[config.mk]
export PLATFORM = sky130hd
export DESIGN_NAME = pipeline_stall_ctrl
export DESIGN_NICKNAME = d
export VERILOG_FILES = /design/src/rtl/pipeline_ctrl_pkg.sv /design/src/rtl/sat_counter.sv /design/src/rtl/pipeline_stall_ctrl.sv
export SDC_FILE = /design/constraint.sdc
export NUM_CORES = 1
export LEC_CHECK = 0
export ABC_AREA = 0
export CAP_MARGIN = 20
export CORE_ASPECT_RATIO = 0.7
export CORE_MARGIN = 2
export CORE_UTILIZATION = 37
export CTS_CLUSTER_DIAMETER = 80
export DETAILED_ROUTE_END_ITERATION = 10
export DONT_BUFFER_PORTS = 1
export SLEW_MARGIN = 40
export SYNTH_ARGS = -nofsm -noshare
export SYNTH_HDL_FRONTEND = slang
export SYNTH_SLANG_ARGS = --single-unit
export TNS_END_PERCENT = 5
[constraint.sdc]
create_clock -name i_clk -period 4.7 [get_ports i_clk]
set_input_delay 0.47 -clock i_clk [delete_from_list [all_inputs] [get_ports i_clk]]
set_output_delay 0.47 -clock i_clk [all_outputs]
set_load 0.05 [all_outputs]
[src/rtl/pipeline_ctrl_pkg.sv]
// rtl/pipeline_ctrl_pkg.sv - shared state encoding and strobe constants for the stall controller
package pipeline_ctrl_pkg;

   typedef enum logic [1:0] {
      RUN    = 2'd0,
      I_MISS = 2'd1,
      D_MISS = 2'd2,
      TRAP   = 2'd3
   } stall_state_t;

   localparam logic [2:0] RES_SRC_LOAD = 3'b001;

   // Stall vector order is {f, d, e, m, wb}; flush vector order is {d, e, m}.
   localparam logic [4:0] STALL_NONE = 5'b00000;
   localparam logic [4:0] STALL_ALL  = 5'b11111;
   localparam logic [4:0] STALL_F    = 5'b10000;
   localparam logic [4:0] STALL_FD   = 5'b11000;

   localparam logic [2:0] FLUSH_NONE = 3'b000;
   localparam logic [2:0] FLUSH_D    = 3'b100;
   localparam logic [2:0] FLUSH_E    = 3'b010;
   localparam logic [2:0] FLUSH_DE   = 3'b110;
   localparam logic [2:0] FLUSH_DEM  = 3'b111;

endpackage

[src/rtl/sat_counter.sv]
// rtl/sat_counter.sv - saturating event counter with synchronous clear
module sat_counter #(
   parameter int CNT_W = 32
) (
   input  logic             i_clk,
   input  logic             i_arst,
   input  logic             i_inc,
   input  logic             i_clr,
   output logic [CNT_W-1:0] o_count
);

   always_ff @(posedge i_clk or posedge i_arst) begin
      if (i_arst) begin
         o_count <= '0;
      end else if (i_clr) begin
         o_count <= '0;
      end else if (i_inc && (o_count != {CNT_W{1'b1}})) begin
         o_count <= o_count + CNT_W'(1);
      end
   end

endmodule

[src/rtl/pipeline_stall_ctrl.sv]
// rtl/pipeline_stall_ctrl.sv - per-stage stall/flush sequencer for the five-stage pipeline
module pipeline_stall_ctrl
   import pipeline_ctrl_pkg::*;
#(
   parameter int REG_ADDR_W = 5,
   parameter int CNT_W      = 32
) (
   input  logic                  i_clk,
   input  logic                  i_arst,
   input  logic                  i_instr_miss,
   input  logic                  i_instr_fill_done,
   input  logic                  i_data_miss,
   input  logic                  i_data_fill_done,
   input  logic [REG_ADDR_W-1:0] i_rs1_addr_d,
   input  logic [REG_ADDR_W-1:0] i_rs2_addr_d,
   input  logic [REG_ADDR_W-1:0] i_rd_addr_e,
   input  logic [2:0]            i_result_src_e,
   input  logic                  i_reg_we_e,
   input  logic                  i_branch_mispred_e,
   input  logic                  i_ecall_wb,
   input  logic                  i_cnt_clr,
   output logic                  o_stall_f,
   output logic                  o_stall_d,
   output logic                  o_stall_e,
   output logic                  o_stall_m,
   output logic                  o_stall_wb,
   output logic                  o_flush_d,
   output logic                  o_flush_e,
   output logic                  o_flush_m,
   output logic                  o_trap_redirect,
   output logic [1:0]            o_state,
   output logic [CNT_W-1:0]      o_stall_cycles
);

   stall_state_t state, state_nxt;
   logic         instr_pend, instr_pend_nxt;
   logic         instr_done, instr_done_nxt;
   logic         load_use;
   logic [4:0]   stall;
   logic [2:0]   flush;
   logic         trap;

   assign load_use = i_reg_we_e && (i_result_src_e == RES_SRC_LOAD) && (i_rd_addr_e != '0) &&
                     ((i_rd_addr_e == i_rs1_addr_d) || (i_rd_addr_e == i_rs2_addr_d));

   always_ff @(posedge i_clk or posedge i_arst) begin
      if (i_arst) begin
         state      <= RUN;
         instr_pend <= 1'b0;
         instr_done <= 1'b0;
      end else begin
         state      <= state_nxt;
         instr_pend <= instr_pend_nxt;
         instr_done <= instr_done_nxt;
      end
   end

   always_comb begin
      state_nxt      = state;
      instr_pend_nxt = instr_pend;
      instr_done_nxt = instr_done;
      stall          = STALL_NONE;
      flush          = FLUSH_NONE;
      trap           = 1'b0;
      unique case (state)
         RUN: begin
            if (i_ecall_wb) begin
               flush     = FLUSH_DEM;
               trap      = 1'b1;
               state_nxt = TRAP;
            end else if (i_data_miss) begin
               stall     = STALL_ALL;
               state_nxt = D_MISS;
            end else if (i_instr_miss) begin
               stall     = STALL_F;
               flush     = FLUSH_D;
               state_nxt = I_MISS;
            end else if (i_branch_mispred_e) begin
               flush = FLUSH_DE;
            end else if (load_use) begin
               stall = STALL_FD;
               flush = FLUSH_E;
            end
         end
         I_MISS: begin
            if (i_ecall_wb) begin
               flush     = FLUSH_DEM;
               trap      = 1'b1;
               state_nxt = TRAP;
            end else if (i_data_miss) begin
               // Park the instruction miss; remember whether its refill already landed.
               stall          = STALL_ALL;
               instr_pend_nxt = 1'b1;
               instr_done_nxt = i_instr_fill_done;
               state_nxt      = D_MISS;
            end else begin
               stall = STALL_F;
               flush = i_branch_mispred_e ? FLUSH_DE : FLUSH_D;
               if (i_instr_fill_done) begin
                  state_nxt = RUN;
               end
            end
         end
         D_MISS: begin
            stall = STALL_ALL;
            if (i_instr_fill_done) begin
               instr_done_nxt = 1'b1;
            end
            if (i_data_fill_done) begin
               state_nxt      = (instr_pend && !(instr_done || i_instr_fill_done)) ? I_MISS : RUN;
               instr_pend_nxt = 1'b0;
               instr_done_nxt = 1'b0;
            end
         end
         TRAP: begin
            flush     = FLUSH_DEM;
            state_nxt = RUN;
         end
         default: state_nxt = RUN;
      endcase
      if (i_arst) begin
         stall = STALL_NONE;
         flush = FLUSH_NONE;
         trap  = 1'b0;
      end
   end

   assign {o_stall_f, o_stall_d, o_stall_e, o_stall_m, o_stall_wb} = stall;
   assign {o_flush_d, o_flush_e, o_flush_m}                        = flush;
   assign o_trap_redirect                                          = trap;
   assign o_state                                                  = state;

   sat_counter #(
      .CNT_W (CNT_W)
   ) u_stall_cnt (
      .i_clk   (i_clk),
      .i_arst  (i_arst),
      .i_inc   (|stall),
      .i_clr   (i_cnt_clr),
      .o_count (o_stall_cycles)
   );

endmodule

======== Word level (Yosys, flattened, before mapping) ========
Cells that the tools add are included.
W data, S select, Z words.
storage, ports and cells
  word-level logic and storage cells ...... 77
  flip-flop bits (word level) ............. 36
operators by class
  $add $sub $neg .......................... 1
  mux-type cells .......................... 42
  eq/ne operators ......................... 13
  reductions and logical operators ........ 17
operators by type and width
  operator                 number
  $mux W32                 2
  $mux W5                  7
  $add A32 B1 Y32 const B  1
  $ne A32 B32 Y1 const B   1
  $mux W3                  7
  $mux W2                  9
  $pmux W5 S3              1
  $mux W1                  11
  $eq A5 B5 Y1             2
  $pmux W3 S3              1
  $ne A4 B4 Y1 const B     2
  $pmux W2 S4              1
  $reduce_and A4 Y1        2
  $ne A2 B2 Y1 const B     3
  $logic_and A1 B1 Y1      5
  $reduce_bool A5 Y1       1
  $reduce_or A5 Y1         1
  $eq A2 B2 Y1 const B     2
  $mux W4                  1
  $pmux W1 S2              2
  $reduce_bool A2 Y1       2
  $eq A3 B1 Y1 const B     1
  $ne A3 B3 Y1 const B     1
  $reduce_and A3 Y1        1
  5 further kinds          6

======== Depth between registers and ports, before layout ========
  depth after elaboration ................. 15
  gate-level depth with buffers ........... 9
  depth with buffers taken out ............ 7

======== Modules after synthesis ========
Synthesis repeated with hierarchy kept, for this count alone.
second synthesis, totals
  cell total of the unflattened synthesis .. 259
  area total of the unflattened synthesis .. 2312.2 µm²
modules (own cells, without submodules)
  module               seq. area each (µm²)  times used  area an instance (µm²)  cells an instance
  sat_counter          800.8                 1           1740.4                  186
  pipeline_stall_ctrl  100.1                 1           571.8                   73

======== Worst setup path before layout ========
Ideal clock, no wire load.
  kind .................................... register to output
  from .................................... register state[0] (netlist: o_state[0])
  to ...................................... output o_flush_e
  cell stages (with the launch flop) ...... 6
  arrival ................................. 2.446 ns
  path slack .............................. 1.784 ns
  path through ............................ dfrtp_1 -> clkbuf_1 -> inv_1 -> a21oi_1 -> o21ai_0 -> a211oi_1
on the way
  longest elaborated chain between the ends .. 3
  elaborated cells on any way between the ends .. 5
ends and longest elaborated chain
  element                                     RTL line                    text
  start: declaration                          pipeline_stall_ctrl.sv:35   stall_state_t state, state_nxt;
  start signal: assignment                    pipeline_stall_ctrl.sv:52   state <= state_nxt;
  $eq A2 B2 Y1, or another cell as far along  pipeline_stall_ctrl.sv:65   unique case (state)
  $pmux W3 S3 *                               pipeline_stall_ctrl.sv:65
  $mux W3 *                                   pipeline_stall_ctrl.sv:121  if (i_arst) begin
  end: declaration                            pipeline_stall_ctrl.sv:28   output logic o_flush_e,
Every way passes the cells marked *; elsewhere a longest branch is shown, timed or not.

======== Final worst setup path ========
  from .................................... register u_stall_cnt.o_count[20]
  to ...................................... register u_stall_cnt.o_count[7]
on the way
  longest elaborated chain between the ends .. 3
ends and longest elaborated chain
  element                              RTL line           text
  start: declaration                   sat_counter.sv:9   output logic [CNT_W-1:0] o_count
  start signal: assignment             sat_counter.sv:18  o_count <= o_count + CNT_W'(1);
  $ne A32 B32 Y1                       sat_counter.sv:17  end else if (i_inc && (o_count != {CNT_W{1'b1}})) begin
  $logic_and A1 B1 Y1                  sat_counter.sv:17
  $reduce_bool A2 Y1 (no source line)  n/a
No other way between the ends.
A chain may end at the register's enable or synchronous reset.

==> flow_metrics.tcl <==
set metrics [dict create \
    ir_drop_mv 0.1866 \
    critPathMostFrequentCell "or4_4" \
    cts_resized 0 \
    grt_setup_unrepaired "false" \
    grt_usage_pct 17.60 \
    max_cap_violations 0 \
    synth.yosys.warnings 0 \
    htree_levels 2 \
    hold_buffers 0 \
    dr_wl_met2_mm 2.517 \
    cp_slowest_cell "dfrtp_1" \
    num_rows 24 \
    post_route_cells_drive_above_1_share_pct 15.33 \
    path_delay_family "simple AND/OR/NAND/NOR gates" \
    crit_path_max_fanout 16 \
    final_cells 352 \
    port_buffers 0 \
    crit_type "flop to flop" \
    drc_errors 0 \
    end_kind "flop" \
    synth-seq-cells 36 \
    layout_min_cycle_time_ns 3.012 \
    clkSinkCount 36 \
    yosysTopAreaCell "dfrtp_1" \
    skew_ns 0.01070 \
    finalSetupTns_ns 0 \
    start_util_pct 38.77 \
    cts_root_buf "clkbuf_8" \
    area_growth_pct 6.653 \
    via_per_inst 5.991 \
    io-pin-count 71 \
    coreArea_sq_um 6306 \
    finalHoldViolCount 0 \
    max_slew_margin_pct 46.49 \
    wl_mm 5.890 \
    routabilityCongestion 0.8292 \
    slowest_delay_ns 0.76 \
    setup_viol 0 \
    p_total_uw 909.8 \
    placedCellCount 343 \
    cts_buffers 5 \
    die_x_microns 101.2 \
    grt_max_degree 46 \
    clk_path_buf_depth 2 \
    p_int_uw 514.6 \
    dp_hpwl_mm 4.183 \
    finalMaxSlewViolations 0 \
    p_seq_share_pct 45.0 \
    critical_path_required_ns 4.88 \
    hold_class "primary input to asynchronous set/reset pin" \
    drtAntennaViolNets 0 \
    start_kind "flop" \
    antenna_found_initial 0 \
    netSwitchingFraction_pct 43.44 \
    grt_overflow 0 \
    crit_buf_inv 0 \
    path_cells "nand4_2, or4_4, or4_4, nand4_4, nor3b_2, mux2_4" \
    pwr-share-comb_pct 30.5 \
    power_density_nw_per_um2 348.9 \
    vias 2109 \
    grt_pass1_wl_mm 10.22 \
    finalCritPeriodShare_pct 64.08 \
    nets 302 \
    drt-initial-drc-count 161 \
    timing.critical_path.arrival_ns 3.19 \
    synth.area.top_cells "dfrtp_1 37%, a21oi_1 5.3%, o21ai_0 3.9%" \
    startpoint "u_stall_cnt.o_count[20]" \
    clockPowerShare_pct 24.5 \
    synth_cell_types 46 \
    top_layer_used "met4" \
    diodes 0 \
    status "complete, no violations" \
    r2r-start "u_stall_cnt.o_count[20]" \
    worstMarginPinSlew_ns 0.8027 \
    syn_area_per_cell_sq_um 8.670 \
    p_leak_uw 0.0009559 \
    timing.fmax_mhz 332.0 \
    dieHeight_microns 72.01 \
    grt_pass1_vias 2007 \
    power_switching_uw 395.3 \
    fin_util_pct 41.35 \
    syn_nets 311 \
    cts_tree "done" \
    wire_per_inst_microns 16.73 \
    ys_seq_area_share_pct 36.85 \
    met1Wirelength_mm 2.857 \
    postCtsSetupRepairBufs 0 \
    synthCells 282 \
    firstDrtPassIters 4 \
    synth_top_area_share_pct 36.85 \
    worstSkewPairLatency_ns 0.29 \
    wl_met3_microns 462 \
    syn_area_sq_um 2445 \
    design.die.area_sq_um 7284 \
    clkTransAtPathRegs_ns 0.08 \
]
kinds of logic after synthesis:
kind of cell | Yosys count | share of synthesized area (%)
adder cells (fa/ha/maj) | 1 | 0.5117
AO/OA/AOI/OAI | 63 | 14.94
AND/OR/NAND/NOR | 134 | 32.91
XOR/XNOR | 10 | 3.582
multiplexers | 11 | 5.476
flip-flops | 36 | 36.85
buffers and inverters | 27 | 5.732
cell usage in the layout, fill, tap and decap left out, types with 8 or more instances in the layout:
master   instances
xnor2_1         10
nor2_1          18
nand2_1         15
nand4_1         15
a21oi_1         24
o21ai_0         19
nand3_1         13
nor2b_1         12
dfrtp_1         35
nor3_1           9
o31ai_1          8
or3_1           11
worst paths after layout:
| kind | cells past startpoint | slack (ns) | to |
|---|---|---|---|
| worst max-delay path | 6 | 1.69 | u_stall_cnt.o_count[7] |
| worst min-delay path | 2 | 0.18 | u_stall_cnt.o_count[6] |
| worst max register to register | 6 | 1.69 | u_stall_cnt.o_count[7] |
| worst min register to register | 2 | 0.55 | instr_pend |
| max in group asynchronous | 2 | 4.17 | o_state[1] |
| min in group i_clk | 1 | 0.24 | u_stall_cnt.o_count[9] |
layout make-up:
type,instances,area (sq um)
clock inverters,3,18.77
flip-flops and latches,36,902.1
repair buffers,4,50.05
multi-input cells,219,1444
well taps,78,97.59
inverters,7,26.28
fillers,647,3699
clock buffers,5,68.82
flip-flops by register name, indices dropped and copies added, names as in the netlist:
register,cells
instr_done,1
instr_pend,1
u_stall_cnt.o_count,32
o_state,2
metal layers:
layer  track usage (%)  vias to the layer above
met4             4.955                        0
met2             25.39                       55
li1                  -                     1029
met5                 0                        -
met3             4.913                        4
met1             25.84                     1021
stage by stage:
stage          instance area (sq um)  hold slack, ns  setup slack, ns
5_1_grt                         2608          0.2163            1.557
3_3_place_gp                    2467          0.5135            1.489
3_5_place_dp                    2494          0.5227            1.366
4_1_cts                         2581          0.2011            1.316
6_report                        2608          0.1841            1.688
2_1_floorplan                   2445          0.4911            1.784
synthesized netlist by cell type (all sizes together):
cell / count
a211oi: 2
a21oi: 26
a222oi: 1
a31oi: 1
and2: 2
and3: 5
and4: 3
buf: 7
clkbuf: 13
dfrtp: 36
ha: 1
inv: 7
mux2: 10
mux2i: 1
nand2: 15
nand2b: 5
nand3: 13
nand4: 17
nand4b: 2
nor2: 21
nor2b: 12
nor3: 10
nor3b: 3
nor4: 4
nor4bb: 1
o211a: 1
o21a: 1
o21ai: 19
o21bai: 1
o22ai: 1
o31a: 1
o31ai: 8
o41ai: 1
or3: 11
or4: 10
xnor2: 10
power by group through the flow:
stage	Sequential [uW]	Clock [uW]	Combinational, uW
after floorplan	392	0	242
after detailed placement	415	0	263
after global placement	414	0	247
after global routing	416	246	304
final	409	223	278
after CTS	409	231	264
Power figures use the tool's default switching activity.
